`src/rtl/serial_cmp_pkg.sv`:
```
// Shared types for the bit-serial magnitude comparator: FSM states and the
// one-hot result encoding that maps directly onto the {L, G, EQ} outputs.
package serial_cmp_pkg;

    typedef enum logic [1:0] {
        IDLE = 2'd0,
        RUN  = 2'd1,
        DONE = 2'd2
    } state_e;

    typedef logic [2:0] res_t;

    // RES_NONE doubles as "no decision yet" while scanning and "outputs low" in RUN.
    localparam res_t RES_NONE = 3'b000;
    localparam res_t RES_EQ   = 3'b001;
    localparam res_t RES_G    = 3'b010;
    localparam res_t RES_L    = 3'b100;

    function automatic res_t decision(input logic a_greater);
        return a_greater ? RES_G : RES_L;
    endfunction

endpackage

```
`src/rtl/serial_magnitude_comparator_if.sv`:
```
// Request/result bundle between a comparator client (master) and the
// comparator itself (slave).
interface serial_magnitude_comparator_if #(
    parameter int WIDTH = 8
);
    logic             start;
    logic             signed_mode;
    logic [WIDTH-1:0] A;
    logic [WIDTH-1:0] B;
    logic             busy;
    logic             done;
    logic             EQ;
    logic             G;
    logic             L;

    modport master (
        output start, signed_mode, A, B,
        input  busy, done, EQ, G, L
    );

    modport slave (
        input  start, signed_mode, A, B,
        output busy, done, EQ, G, L
    );
endinterface

```
`src/rtl/serial_cmp_cell.sv`:
```
// One-bit decision for an MSB-first scan: does this pair differ, and if so
// is A the larger operand.
module serial_cmp_cell (
    input  logic a_bit,
    input  logic b_bit,
    input  logic is_msb,
    input  logic signed_mode,
    output logic differ,
    output logic a_greater
);
    assign differ = a_bit ^ b_bit;

    // At the two's-complement sign bit the operand holding a 1 is the negative one.
    assign a_greater = differ & (a_bit ^ (is_msb & signed_mode));
endmodule

```
`src/rtl/serial_magnitude_comparator.sv`:
```
// Bit-serial magnitude comparator: scans one captured bit pair per cycle,
// MSB first, and latches a one-hot EQ/G/L result with a one-cycle done pulse.
module serial_magnitude_comparator
    import serial_cmp_pkg::*;
#(
    parameter int WIDTH      = 8,
    parameter bit EARLY_EXIT = 1'b1
) (
    input  logic                           clk,
    input  logic                           rst,
    serial_magnitude_comparator_if.slave   bus
);
    localparam int             IDX_W   = $clog2(WIDTH);
    localparam logic [IDX_W-1:0] IDX_MSB = IDX_W'(WIDTH - 1);

    if (WIDTH < 2 || WIDTH > 64) begin : g_width_check
        $error("serial_magnitude_comparator: WIDTH must be 2..64");
    end

    state_e            state_q, state_d;
    logic [WIDTH-1:0]  a_q, a_d;
    logic [WIDTH-1:0]  b_q, b_d;
    logic              sm_q, sm_d;
    logic [IDX_W-1:0]  idx_q, idx_d;
    res_t              dec_q, dec_d;
    res_t              res_q, res_d;

    logic              differ;
    logic              a_greater;
    res_t              cur;

    serial_cmp_cell u_cell (
        .a_bit       (a_q[idx_q]),
        .b_bit       (b_q[idx_q]),
        .is_msb      (idx_q == IDX_MSB),
        .signed_mode (sm_q),
        .differ      (differ),
        .a_greater   (a_greater)
    );

    always_ff @(posedge clk or posedge rst) begin
        if (rst) begin
            state_q <= IDLE;
        end else begin
            state_q <= state_d;
        end
    end

    always_ff @(posedge clk or posedge rst) begin
        if (rst) begin
            a_q   <= '0;
            b_q   <= '0;
            sm_q  <= 1'b0;
            idx_q <= '0;
            dec_q <= RES_NONE;
            res_q <= RES_NONE;
        end else begin
            a_q   <= a_d;
            b_q   <= b_d;
            sm_q  <= sm_d;
            idx_q <= idx_d;
            dec_q <= dec_d;
            res_q <= res_d;
        end
    end

    always_comb begin
        state_d = state_q;
        a_d     = a_q;
        b_d     = b_q;
        sm_d    = sm_q;
        idx_d   = idx_q;
        dec_d   = dec_q;
        res_d   = res_q;
        cur     = dec_q;

        unique case (state_q)
            IDLE, DONE: begin
                if (bus.start) begin
                    a_d     = bus.A;
                    b_d     = bus.B;
                    sm_d    = bus.signed_mode;
                    idx_d   = IDX_MSB;
                    dec_d   = RES_NONE;
                    res_d   = RES_NONE;
                    state_d = RUN;
                end else if (state_q == DONE) begin
                    state_d = IDLE;
                end
            end

            RUN: begin
                // Only the first differing pair may set the decision.
                if (differ && dec_q == RES_NONE) begin
                    cur = decision(a_greater);
                end
                if (idx_q == '0 || (EARLY_EXIT && cur != RES_NONE)) begin
                    res_d   = (cur == RES_NONE) ? RES_EQ : cur;
                    state_d = DONE;
                end else begin
                    dec_d = cur;
                    idx_d = idx_q - 1'b1;
                end
            end

            default: state_d = IDLE;
        endcase
    end

    assign bus.busy = (state_q == RUN);
    assign bus.done = (state_q == DONE);
    assign bus.EQ   = res_q[0];
    assign bus.G    = res_q[1];
    assign bus.L    = res_q[2];

endmodule

```
`src/flat_wrapper.sv`:
```
// flat-port wrapper written by rule: the top's interface ports become plain ports
module serial_magnitude_comparator_flat import serial_cmp_pkg::*;
#(
    parameter int WIDTH      = 8,
    parameter bit EARLY_EXIT = 1'b1
)
  (clk, rst, bus_start, bus_signed_mode, bus_A, bus_B, bus_busy, bus_done, bus_EQ, bus_G, bus_L);
  serial_magnitude_comparator_if #(.WIDTH(WIDTH)) bus_i ();
  input  logic clk;
  input  logic rst;
  input wire logic [$bits(bus_i.start)-1:0] bus_start;
  input wire logic [$bits(bus_i.signed_mode)-1:0] bus_signed_mode;
  input wire logic [$bits(bus_i.A)-1:0] bus_A;
  input wire logic [$bits(bus_i.B)-1:0] bus_B;
  output wire logic [$bits(bus_i.busy)-1:0] bus_busy;
  output wire logic [$bits(bus_i.done)-1:0] bus_done;
  output wire logic [$bits(bus_i.EQ)-1:0] bus_EQ;
  output wire logic [$bits(bus_i.G)-1:0] bus_G;
  output wire logic [$bits(bus_i.L)-1:0] bus_L;
  assign bus_i.start = bus_start;
  assign bus_i.signed_mode = bus_signed_mode;
  assign bus_i.A = bus_A;
  assign bus_i.B = bus_B;
  assign bus_busy = bus_i.busy;
  assign bus_done = bus_i.done;
  assign bus_EQ = bus_i.EQ;
  assign bus_G = bus_i.G;
  assign bus_L = bus_i.L;
  serial_magnitude_comparator #(.WIDTH(WIDTH), .EARLY_EXIT(EARLY_EXIT)) u_core (.clk(clk), .rst(rst), .bus(bus_i));
endmodule
```
`config.mk`:
```
export PLATFORM = sky130hd
export DESIGN_NAME = serial_magnitude_comparator_flat
export DESIGN_NICKNAME = d
export VERILOG_FILES = /design/src/rtl/serial_cmp_pkg.sv /design/src/rtl/serial_magnitude_comparator_if.sv /design/src/rtl/serial_cmp_cell.sv /design/src/rtl/serial_magnitude_comparator.sv /design/src/flat_wrapper.sv
export SDC_FILE = /design/constraint.sdc
export NUM_CORES = 1
export LEC_CHECK = 0
export BUFFER_PORTS_ARGS = -buffer_cell sky130_fd_sc_hd__buf_4
export CORE_MARGIN = 4
export CORE_UTILIZATION = 54
export CTS_CLUSTER_DIAMETER = 100
export DETAILED_ROUTE_END_ITERATION = 8
export HOLD_SLACK_MARGIN = 0.06
export PLACE_DENSITY = 0.78
export RECOVER_POWER = 25
export SYNTH_ARGS = -nofsm -noshare
export SYNTH_HDL_FRONTEND = slang
export SYNTH_SLANG_ARGS = --single-unit
```
`constraint.sdc`:
```
create_clock -name clk -period 2.4 [get_ports clk]
set_input_delay 0.12 -clock clk [delete_from_list [all_inputs] [get_ports clk]]
set_output_delay 0.12 -clock clk [all_outputs]
set_load 0.02 [all_outputs]
```
== After elaboration in Yosys (flattened, before gate mapping) ==
Cells that the tools add are included.

* $add $sub $neg: 1
* Order comparisons: 1
* Equal/unequal tests: 7
* Mux-type cells: 20
* Bitwise operators: 4
* Reduce and logical (&&, ||, !) cells: 13

{| class="wikitable"
|+ Operator list
! operator !! number
|-
| $mux 3 || 9
|-
| $pmux 3 s2 || 3
|-
| $logic_not 3->1 || 3
|-
| $bmux 1 s3 || 2
|-
| $mux 2 || 3
|-
| $reduce_and 3->1 || 2
|-
| $lt 3x4->1 const B || 1
|-
| $ne 2x2->1 const B || 2
|-
| $pmux 2 s2 || 1
|-
| $reduce_and 2->1 || 2
|-
| $eq 3x3->1 const B || 1
|-
| $ne 3x3->1 const B || 1
|-
| $reduce_bool 3->1 || 1
|-
| $sub 3x1->3 const B || 1
|-
| $and 1x1->1 || 2
|-
| $eq 2x1->1 const B || 1
|-
| $eq 2x2->1 const B || 1
|-
| $logic_not 2->1 || 1
|-
| $mux 1 || 2
|-
| $ne 2x1->1 const B || 1
|-
| $reduce_bool 2->1 || 1
|-
| $reduce_or 2->1 || 1
|-
| $xor 1x1->1 || 2
|-
| $logic_and 1x1->1 || 1
|-
| $logic_or 1x1->1 || 1
|}

* Register bits after elaboration: 28
* Input port bits: 20
* Output and inout bits: 5
* Logic and storage cells: 53

== Depth between registers and ports, before layout ==
Gate-level depths: netlist of the first run.

* Depth after elaboration: 11
* Mapped depth: 7

== Cells and area by module ==
Synthesis of the first run repeated with hierarchy kept, for this count alone.

* Cells, all modules: 96
* Area, all modules: 1318.8 µm²

{| class="wikitable"
|+ Modules (own cells, without submodules)
! module !! instances !! cells an instance !! area an instance (µm²) !! sequential area each (µm²)
|-
| serial_magnitude_comparator || 1 || 92 || 1282.5 || 700.7
|-
| serial_cmp_cell || 1 || 4 || 36.3 || 0.0
|}

== Worst setup path after synthesis of the first run ==
OpenSTA, ideal clock, no wires.

* Kind: reg2reg
* Start: register u_core.idx_q[0]
* End: register u_core.idx_q[0]
* Setup time: 124 ps
* Data arrival time: 1734 ps
* Required time: 2276 ps
* Path slack: 542 ps
* Stages on the path, launching flop included: 7
* Clock period less this slack: 1858 ps
* Cell sequence: dfrtp_1 > buf_6 > mux4_2 > mux2_2 > xor2_4 > nand3_1 > a21boi_1

* Cells in the longest elaborated chain, start to end: 11

{| class="wikitable"
|+ RTL lines
! item !! RTL line !! source
|-
| start, declared || serial_magnitude_comparator.sv:24 || <nowiki>logic [IDX_W-1:0] idx_q, idx_d;</nowiki>
|-
| start signal, assigned || serial_magnitude_comparator.sv:61 || <nowiki>idx_q <= idx_d;</nowiki>
|-
| $bmux 1 s3 (tied with other cells) || serial_magnitude_comparator.sv:33 || <nowiki>.a_bit (a_q[idx_q]),</nowiki>
|-
| $mux 1 (implied by the code) (tied with other cells) || serial_magnitude_comparator.sv:33 ||
|-
| $xor 1x1->1, on equally long branches || serial_cmp_cell.sv:11, serial_cmp_cell.sv:14 ||
|-
| $and 1x1->1 || serial_cmp_cell.sv:14 || <nowiki>assign a_greater = differ & (a_bit ^ (is_msb & signed_mode));</nowiki>
|-
| $mux 3 || serial_cmp_pkg.sv:20 || <nowiki>return a_greater ? RES_G : RES_L;</nowiki>
|-
| $mux 3 || serial_magnitude_comparator.sv:94 || <nowiki>if (differ && dec_q == RES_NONE) begin</nowiki>
|-
| $mux 3 || serial_magnitude_comparator.sv:77 || <nowiki>unique case (state_q)</nowiki>
|-
| $reduce_bool 3->1 || serial_magnitude_comparator.sv:97 || <nowiki>if (idx_q == '0 || (EARLY_EXIT && cur != RES_NONE)) begin</nowiki>
|-
| $logic_or 1x1->1 || serial_magnitude_comparator.sv:97 ||
|-
| $ne 2x2->1 (no line) || -- ||
|-
| $reduce_and 3->1 (no line) || -- ||
|}

Several ways; a longest one is shown, not always the timed one. The select of a mux whose other input is x is not followed.
A chain may end at the register's enable or synchronous reset.

== Worst setup path in the final report of the first run ==
Same ends and word-level chain as after synthesis.

==> results of run 1 <==
-- power by group --
group | internal (mW) | switching, mW | leakage (nW) | total [mW]
Clock | 0.169 | 0.138 | 0.0279 | 0.307
Sequential | 0.656 | 0.130 | 0.334 | 0.786
Combinational | 0.466 | 0.481 | 0.448 | 0.947
Total | 1.29 | 0.749 | 0.810 | 2.04
-- layer usage --
metal  up-vias  share of wire [%]  GRT usage, %
met5         -                  0             0
met2        19                 52          31.3
met3         4                3.3          2.85
met4         0                1.2          5.96
li1        455                  -             -
met1       464                 44          24.1
-- sequential cells by signal, indices dropped and copies added, names as in the netlist --
register	flops
u_core.a_q	8
u_core.b_q	8
u_core.dec_q	3
u_core.idx_q	3
u_core.res_q	3
u_core.sm_q	1
u_core.state_q	2
-- logic make-up (layout without fill, tap and decap cells) --
kind of cell,after synthesis,in the layout
AO/OA/AOI/OAI,12,12
buffers and inverters,12,54
adder cells (fa/ha/maj),3,3
multiplexers,24,24
flip-flops,28,28
AND/OR/NAND/NOR,26,26
XOR/XNOR,1,1
-- cell type report --
cell class | count | area (µm²)
clock buffers | 3 | 22.5
clock inverters | 1 | 30.0
inverters | 7 | 26.3
well taps | 28 | 35.0
multi-input cells | 66 | 616
fillers | 150 | 539
repair buffers | 43 | 349
flip-flops and latches | 28 | 701
-- synth_stat cells --
library cell,number,area share [%]
a21boi_1,1,0.55
nor3_1,1,0.37
a21oi_2,1,0.64
a31o_1,1,0.64
a22oi_1,4,2.2
nand3b_1,1,0.55
a31oi_1,1,0.46
inv_1,7,1.9
xor2_4,1,2.0
mux2_2,18,15
mux2i_1,1,0.73
mux2i_4,1,1.6
buf_1,1,0.27
o22ai_1,1,0.46
mux4_2,4,6.6
nand2_2,1,0.46
and2_1,2,0.92
buf_6,1,0.82
dfrtp_1,28,51
nand3_1,6,2.2
clkbuf_1,3,0.82
a21oi_1,3,1.1
ha_1,3,2.7
nor2b_1,7,3.2
nor2_1,6,1.6
and3_1,1,0.46
nand2b_1,1,0.46
-- metrics by stage --
stage / std cells / total power [mW] / instance area [µm²] / utilization (%) / setup WS (ns)
floorplan: 106 / 1.52 / 1370 / - / 0.542
global placement: 154 / 1.69 / 1570 / 67.5 / 0.372
detailed placement: 154 / 1.73 / 1570 / 67.5 / 0.327
CTS: 176 / 2.07 / 1800 / 77.5 / 0.283
global route: 176 / 2.19 / 1780 / 76.7 / 0.140
finish: 176 / 2.04 / 1780 / 76.7 / 0.269
-- worst max-delay path by stage --
stage	cells past startpoint	to	start
2_1_floorplan	6	u_core.idx_q[0]	u_core.idx_q[0]
3_3_place_gp	5	u_core.idx_q[0]	u_core.idx_q[0]
3_5_place_dp	5	u_core.idx_q[0]	u_core.idx_q[0]
4_1_cts	5	u_core.idx_q[0]	u_core.idx_q[0]
5_1_grt	5	u_core.idx_q[0]	u_core.idx_q[0]
6_report	5	u_core.idx_q[0]	u_core.idx_q[0]
==> impl_metrics.py, run 1 <==
metrics = {
    "layout": {
        "nNetsFinal": 172,
        "area_growth_pct": 30.2,
        "layout-drive-gt1-share_pct": 34.5,
        "layout_commonest_cell": "dfrtp_1",
        "antenna_cells": 0,
        "final_cell_mix": "dfrtp_1 (28), buf_4 (20), mux2_2 (18), dlygate4sd3_1 (18), inv_1 (7)",
    },
    "clock_network": {
        "postCtsResizedCells": 0,
        "clock_latency_ns": 0.33,
        "cts_made_buffers": 3,
        "cts_tree": "built",
        "cts.sinks": 28,
        "clk_pin_slew_ns": 0.15,
        "htreeDepth": 1,
        "clockBufferDepth": 2,
        "hold_buffers": 18,
        "cts_root_buf": "clkbuf_4",
        "post_cts_buffers": 0,
    },
    "critical_path": {
        "crit_chain": "mux4_2, mux2_2, xor2_4, a21oi_2, a21boi_1",
        "worstPathArrival_ns": 2.39,
        "r2r_end": "u_core.idx_q[0]",
        "cp_max_fo": 9,
        "start_kind": "flip-flop",
        "end_kind": "flip-flop",
        "reg2reg_setup_slack_ns": 0.27,
        "reg2reg_depth": 5,
        "crit_family": "multiplexers",
        "cpPeakStageDelay_ns": 0.57,
        "crit_type": "flip-flop to flip-flop",
        "cpMaxStageDelayCell": "dfrtp_1",
        "timing.rr.start": "u_core.idx_q[0]",
        "cp.required_ns": 2.66,
        "cp_num_buf_inv": 0,
    },
    "yosys": {
        "synthSimpleGateAreaFrac_pct": 10.3,
        "synth_compound_area_share_pct": 6.04,
        "syn-num-nets": 129,
        "ys_seq_elements": 28,
        "syn_area_mm2": 0.00137,
        "synthAdderAreaFrac_pct": 2.75,
        "synthMuxAreaShare_pct": 23.8,
        "yosysUniqueCellTypes": 27,
        "synth_xor_area_share_pct": 2.01,
        "syn_avg_cell_area_um2": 12.9,
        "synth_top_family_by_area": "multiplexers",
        "yosys_warnings": 0,
        "ys_seq_area_share_pct": 51.3,
        "syn_inst": 106,
    },
    "timing": {
        "slew_headroom_pct": 21.4,
        "period_needed_ns": 2.13,
        "fin_tns_setup_ns": 0,
        "fin_hold_ws_ns": 0.530,
        "fin_crit_sh_pct": 88.8,
        "setup_violations": 0,
        "skew_ns": 0.00247,
        "maxSlewViolCount": 0,
        "rsz0062_at_grt": "false",
        "fmax_ghz": 0.469,
        "hold_viol": 0,
        "worstMarginPinSlew_ns": 1.18,
    },
    "floorplanning": {
        "die_h_um": 58.3,
        "die_w_um": 58.3,
        "ioPinCount": 25,
        "core_region_area_mm2": 0.00232,
        "dieArea_mm2": 0.00340,
        "initial_core_util_pct": 58.9,
        "fp-row-count": 17,
    },
    "min_path": {
        "hold_path_end": "u_core.b_q[2]",
        "min_from": "u_core.b_q[2]",
        "min_path_type": "flip-flop to flip-flop",
        "whs_path_depth": 1,
    },
    "global_route": {
        "grt_max_degree": 29,
        "grt_pass1_vias": 1014,
        "grt_pass1_wl_mm": 4.80,
        "track_usage_pct": 18.4,
        "grt-ovfl-total": 0,
        "antenna_found_initial": 0,
    },
    "routing": {
        "routedWlPerCell_um": 15.3,
        "routed_wirelength_mm": 2.69,
        "vias_per_cell": 5.35,
        "drc": 0,
        "antenna_left": 0,
        "dr.pass1.iters": 4,
        "drt_iter0_drc": 3,
        "via_count": 942,
    },
    "run_status": {
        "status": "finished clean",
    },
    "pwr": {
        "power_density_mw_per_mm2": 1150,
        "ir_worst_vdd_uv": 854,
        "p_leak_nw": 0.810,
    },
    "placement": {
        "portBuffers": 24,
        "gp_routability_congestion": 0.822,
        "hpwlAfterDp_mm": 1.75,
    },
    "flow_run": {
        "max-cap-violations": 0,
    },
}
(Power assumes the default switching activity.)
==> run 2: changes to the inputs <==
--- a/config.mk
+++ b/config.mk
@@ -5,7 +5,8 @@
 export SDC_FILE = /design/constraint.sdc
 export NUM_CORES = 1
 export LEC_CHECK = 0
-export BUFFER_PORTS_ARGS = -buffer_cell sky130_fd_sc_hd__buf_4
+export BUFFER_PORTS_ARGS = -buffer_cell sky130_fd_sc_hd__buf_2
+export CAP_MARGIN = 5
 export CORE_MARGIN = 4
 export CORE_UTILIZATION = 54
 export CTS_CLUSTER_DIAMETER = 100
==> run 2 against run 1 <==
  * Hold slack worse by 0.0037 ns
  * Via count up 4.7%
  * Largest cell class unchanged
  * Clock power down 37%
  * Setup slack worse by 0.020 ns
  * Power down 7.0%
  * Final cell count down 0.57%
  * Critical path type unchanged
  * Maximum frequency down 0.91%
  * Die area unchanged
==> impl_metrics.py, run 2 (synthesis gave the netlist of run 1 again) <==
metrics = {
    "run_status": {
        "status": "finished clean",
    },
    "flow_run": {
        "max-cap-violations": 0,
    },
    "layout": {
        "nNetsFinal": 172,
        "multiInputGateArea_um2": 616,
        "fin_area_mm2": 0.00170,
        "final_cell_mix": "dfrtp_1 (28), buf_2 (20), mux2_2 (18), dlygate4sd3_1 (18), inv_1 (7)",
        "seq_area_um2": 701,
        "antenna_cells": 0,
        "layout-drive-gt1-share_pct": 34.0,
        "nFillCells": 156,
        "area_growth_pct": 24.4,
        "layout_commonest_cell": "dfrtp_1",
        "reg.largest.list": "u_core.a_q (8), u_core.b_q (8)",
    },
    "global_route": {
        "grt-ovfl-total": 0,
        "grt_pass1_vias": 981,
        "grt_pass1_wl_mm": 4.62,
        "track_usage_pct": 18.2,
        "antenna_found_initial": 0,
        "grt_max_degree": 29,
    },
    "clock_network": {
        "cts_tree": "built",
        "cts_root_buf": "clkbuf_4",
        "clock_latency_ns": 0.34,
        "cts_made_buffers": 3,
        "clk_pin_slew_ns": 0.14,
        "postCtsResizedCells": 0,
        "hold_buffers": 18,
        "htreeDepth": 1,
        "cts.sinks": 28,
        "post_cts_buffers": 0,
        "clockBufferDepth": 2,
    },
    "routing": {
        "vias_per_cell": 5.63,
        "routedWlPerCell_um": 15.1,
        "antenna_left": 0,
        "routed_wirelength_mm": 2.65,
        "drt_iter0_drc": 19,
        "drc": 0,
        "via_count": 986,
        "dr.pass1.iters": 4,
    },
    "timing": {
        "maxSlewViolCount": 0,
        "fin_tns_setup_ns": 0,
        "skew_ns": 0.0107,
        "worstMarginPinSlew_ns": 1.21,
        "hold_viol": 0,
        "period_needed_ns": 2.15,
        "slew_headroom_pct": 19.0,
        "fin_crit_sh_pct": 89.6,
        "rsz0062_at_grt": "false",
        "fmax_ghz": 0.465,
        "setup_violations": 0,
    },
    "critical_path": {
        "cp.required_ns": 2.66,
        "crit_type": "flip-flop to flip-flop",
        "cp_max_fo": 9,
        "worstPathArrival_ns": 2.41,
        "start_kind": "flip-flop",
        "end_kind": "flip-flop",
    },
    "floorplanning": {
        "die_h_um": 58.3,
        "initial_core_util_pct": 58.9,
        "fp-row-count": 17,
        "core_region_area_mm2": 0.00232,
        "ioPinCount": 25,
        "dieArea_mm2": 0.00340,
        "die_w_um": 58.3,
    },
    "pwr": {
        "p_leak_nw": 0.779,
        "power_density_mw_per_mm2": 1120,
        "ir_worst_vdd_uv": 706,
    },
    "placement": {
        "gp_routability_congestion": 0.835,
        "placed_area_mm2": 0.00151,
        "portBuffers": 24,
        "hpwlAfterDp_mm": 1.80,
    },
    "min_path": {
        "min_path_type": "flip-flop to flip-flop",
    },
}
## run 2: cell type report
type,instances,area share [%]
well taps,28,2.06
inverters,7,1.55
multi-input cells,66,36.2
flip-flops and latches,28,41.2
repair buffers,43,17.6
clock buffers,3,1.33
## run 2: critical path: stages, from the launching register on
cell and delay [ns]:
dfrtp_1 0.58, mux4_2 0.55, mux2_2 0.34, xor2_4 0.28, a21oi_2 0.11, a21oi_1 0.20
## run 2: where the power goes
part | internal (mW) | switching, mW | leakage, nW | total [mW]
clock | 0.0592 | 0.133 | 0.0138 | 0.192
combinational | 0.453 | 0.474 | 0.431 | 0.926
sequential | 0.655 | 0.123 | 0.334 | 0.778
total | 1.17 | 0.730 | 0.779 | 1.90
## run 2: metal layers
layer,global-route usage (%),share of wire (%)
met2,30.3,53
met5,0,0
met1,23.7,41
met4,7.95,2.0
met3,2.63,3.9
## run 2: per-stage QoR
step	hold slack (ns)	utilization (%)	std cells	total power, mW	setup WS, ns
final	0.526	73.3	175	1.90	0.250
after global routing	0.544	73.3	175	2.05	0.0864
after CTS	0.391	73.7	175	1.91	0.279
after detailed placement	0.358	64.9	154	1.71	0.313
after global placement	0.352	64.9	154	1.66	0.378
after floorplan	0.185	-	106	1.52	0.542
## run 2: worst paths after layout
path / start / to / slack, ns / cells after the start
worst min-delay path: u_core.b_q[3] / u_core.b_q[3] / 0.53 / 1
worst min register to register: u_core.b_q[3] / u_core.b_q[3] / 0.53 / 1
min in group asynchronous: rst / u_core.b_q[7] / 0.56 / 3
max in group asynchronous: rst / u_core.res_q[1] / 1.19 / 3
worst max-delay path: u_core.idx_q[0] / u_core.idx_q[2] / 0.25 / 5
worst max register to register: u_core.idx_q[0] / u_core.idx_q[2] / 0.25 / 5
==> run 3: changes to the inputs <==
--- a/config.mk
+++ b/config.mk
@@ -5,14 +5,14 @@
 export SDC_FILE = /design/constraint.sdc
 export NUM_CORES = 1
 export LEC_CHECK = 0
-export BUFFER_PORTS_ARGS = -buffer_cell sky130_fd_sc_hd__buf_2
 export CAP_MARGIN = 5
 export CORE_MARGIN = 4
-export CORE_UTILIZATION = 54
+export CORE_UTILIZATION = 60
 export CTS_CLUSTER_DIAMETER = 100
 export DETAILED_ROUTE_END_ITERATION = 8
+export DONT_BUFFER_PORTS = 1
 export HOLD_SLACK_MARGIN = 0.06
-export PLACE_DENSITY = 0.78
+export PLACE_DENSITY = 0.76
 export RECOVER_POWER = 25
 export SYNTH_ARGS = -nofsm -noshare
 export SYNTH_HDL_FRONTEND = slang
==> run 3 against run 2 <==
  * Largest power group unchanged
  * Global-route usage grew 0.92 points
  * Via count shrank 10%
  * Hold slack lost 0.057 ns
  * Utilization shrank 0.36 points
  * Wire length shrank 0.64%
  * Final cell count shrank 13%
  * Combinational power shrank 3.6%
  * Count of clock-buffer cells in the layout grew 1
==> impl_metrics.py, run 3 (synthesis gave the netlist of run 1 again) <==
metrics = {
    "timing": {
        "hold_viol": 0,
        "fmax_ghz": 0.468,
        "fin_crit_sh_pct": 89.1,
        "worstMarginPinSlew_ns": 1.20,
        "rsz0062_at_grt": "false",
        "fin_tns_setup_ns": 0,
        "setup_ws_ns": 0.263,
        "slew_headroom_pct": 19.9,
        "setup_violations": 0,
        "skew_ns": 0.00498,
        "maxSlewViolCount": 0,
        "period_needed_ns": 2.14,
        "fin_hold_ws_ns": 0.469,
    },
    "min_path": {
        "min_path_type": "input pin to flip-flop",
        "whs_path_depth": 2,
        "hold_path_end": "u_core.b_q[7]",
        "min_from": "bus_B[7]",
    },
    "critical_path": {
        "cp.required_ns": 2.66,
        "timing.rr.start": "u_core.idx_q[0]",
        "start_kind": "flip-flop",
        "reg2reg_setup_slack_ns": 0.26,
        "end_kind": "flip-flop",
        "cp_max_fo": 9,
        "r2r_end": "u_core.idx_q[2]",
        "worstPathArrival_ns": 2.39,
        "reg2reg_depth": 5,
        "crit_type": "flip-flop to flip-flop",
    },
    "clock_network": {
        "hold_buffers": 18,
        "cts_tree": "built",
        "cts.sinks": 28,
        "htreeDepth": 1,
        "cts_root_buf": "clkbuf_4",
        "clk_pin_slew_ns": 0.15,
        "postCtsResizedCells": 0,
        "cts_made_buffers": 3,
        "clock_latency_ns": 0.32,
        "clockBufferDepth": 2,
        "post_cts_buffers": 0,
    },
    "global_route": {
        "antenna_found_initial": 0,
        "grt_max_degree": 29,
        "grt_pass1_vias": 945,
        "grt-ovfl-total": 0,
        "track_usage_pct": 19.1,
        "grt_pass1_wl_mm": 4.65,
    },
    "placement": {
        "gp_routability_congestion": 0.803,
        "place_ws_ns": 0.309,
        "portBuffers": 0,
        "hpwlAfterDp_mm": 1.67,
        "placed_area_mm2": 0.00139,
    },
    "floorplanning": {
        "core_region_area_mm2": 0.00219,
        "die_w_um": 55.7,
        "initial_core_util_pct": 62.4,
        "die_h_um": 55.7,
        "dieArea_mm2": 0.00310,
        "ioPinCount": 25,
        "fp-row-count": 17,
    },
    "run_status": {
        "status": "finished clean",
    },
    "routing": {
        "dr.pass1.iters": 4,
        "routedWlPerCell_um": 17.3,
        "drt_iter0_drc": 16,
        "antenna_left": 0,
        "routed_wirelength_mm": 2.63,
        "via_count": 886,
        "drc": 0,
        "vias_per_cell": 5.83,
    },
    "layout": {
        "nNetsFinal": 148,
        "reg.largest.list": "u_core.a_q (8), u_core.b_q (8)",
        "area_growth_pct": 16.9,
        "final_cell_mix": "dfrtp_1 (28), mux2_2 (18), dlygate4sd3_1 (18)",
        "nFillCells": 156,
        "layout-drive-gt1-share_pct": 25.0,
        "antenna_cells": 0,
        "utilization_pct": 72.9,
        "layout_commonest_cell": "dfrtp_1",
        "fin_area_mm2": 0.00160,
    },
    "pwr": {
        "ir_worst_vdd_uv": 979,
        "p_leak_nw": 0.702,
        "power_density_mw_per_mm2": 1200,
    },
    "flow_run": {
        "max-cap-violations": 0,
    },
}
## run 3: cell count changes in the layout (fill, tap and decap cells not counted), sizes merged
cell,previous run,this run
buf,20,0
clkbuf,8,5
## run 3: area by class of cell
| class | instances | area, µm² | share of cell area, % |
|---|---|---|---|
| Clock buffer | 4 | 36.3 | 2.27 |
| Inverter | 7 | 26.3 | 1.64 |
| Multi-Input combinational cell | 66 | 616 | 38.5 |
| Sequential cell | 28 | 701 | 43.9 |
| Tap cell | 28 | 35.0 | 2.19 |
| Timing Repair Buffer | 19 | 184 | 11.5 |
## run 3: power by group
part	leakage, nW	internal [mW]	total [mW]	switching (mW)
Sequential	0.334	0.655	0.797	0.142
Clock	0.0210	0.0927	0.228	0.135
Combinational	0.347	0.432	0.893	0.461
Total	0.702	1.18	1.92	0.738
## run 3: worst max-delay path: stages (launching register included)
cell     delay (ns)
dfrtp_1        0.58
mux4_2         0.55
mux2_2         0.33
xor2_4         0.28
a21oi_2        0.12
a21oi_1        0.20
## run 3: worst max path at each step
stage / to / startpoint / depth (start not counted) / slack [ns]
after CTS: u_core.idx_q[0] / u_core.idx_q[0] / 5 / 0.28
after global routing: u_core.idx_q[2] / u_core.idx_q[0] / 5 / 0.12
after floorplan: u_core.idx_q[0] / u_core.idx_q[0] / 6 / 0.54
final: u_core.idx_q[2] / u_core.idx_q[0] / 5 / 0.26
after detailed placement: u_core.idx_q[0] / u_core.idx_q[0] / 5 / 0.31
after global placement: u_core.idx_q[0] / u_core.idx_q[0] / 5 / 0.39
## run 3: per-stage QoR
stage / power [mW] / cells
after floorplan: 1.52 / 106
after global placement: 1.62 / 130
after detailed placement: 1.66 / 130
after CTS: 1.92 / 152
after global routing: 2.07 / 152
final: 1.92 / 152
## run 3: layer usage
layer	track usage, %	routed length [µm]	up-vias
met3	4.41	139	8
met1	25.6	1080	438
met5	0	0	-
met4	6.94	75	0
met2	30.4	1340	33
li1	-	-	407
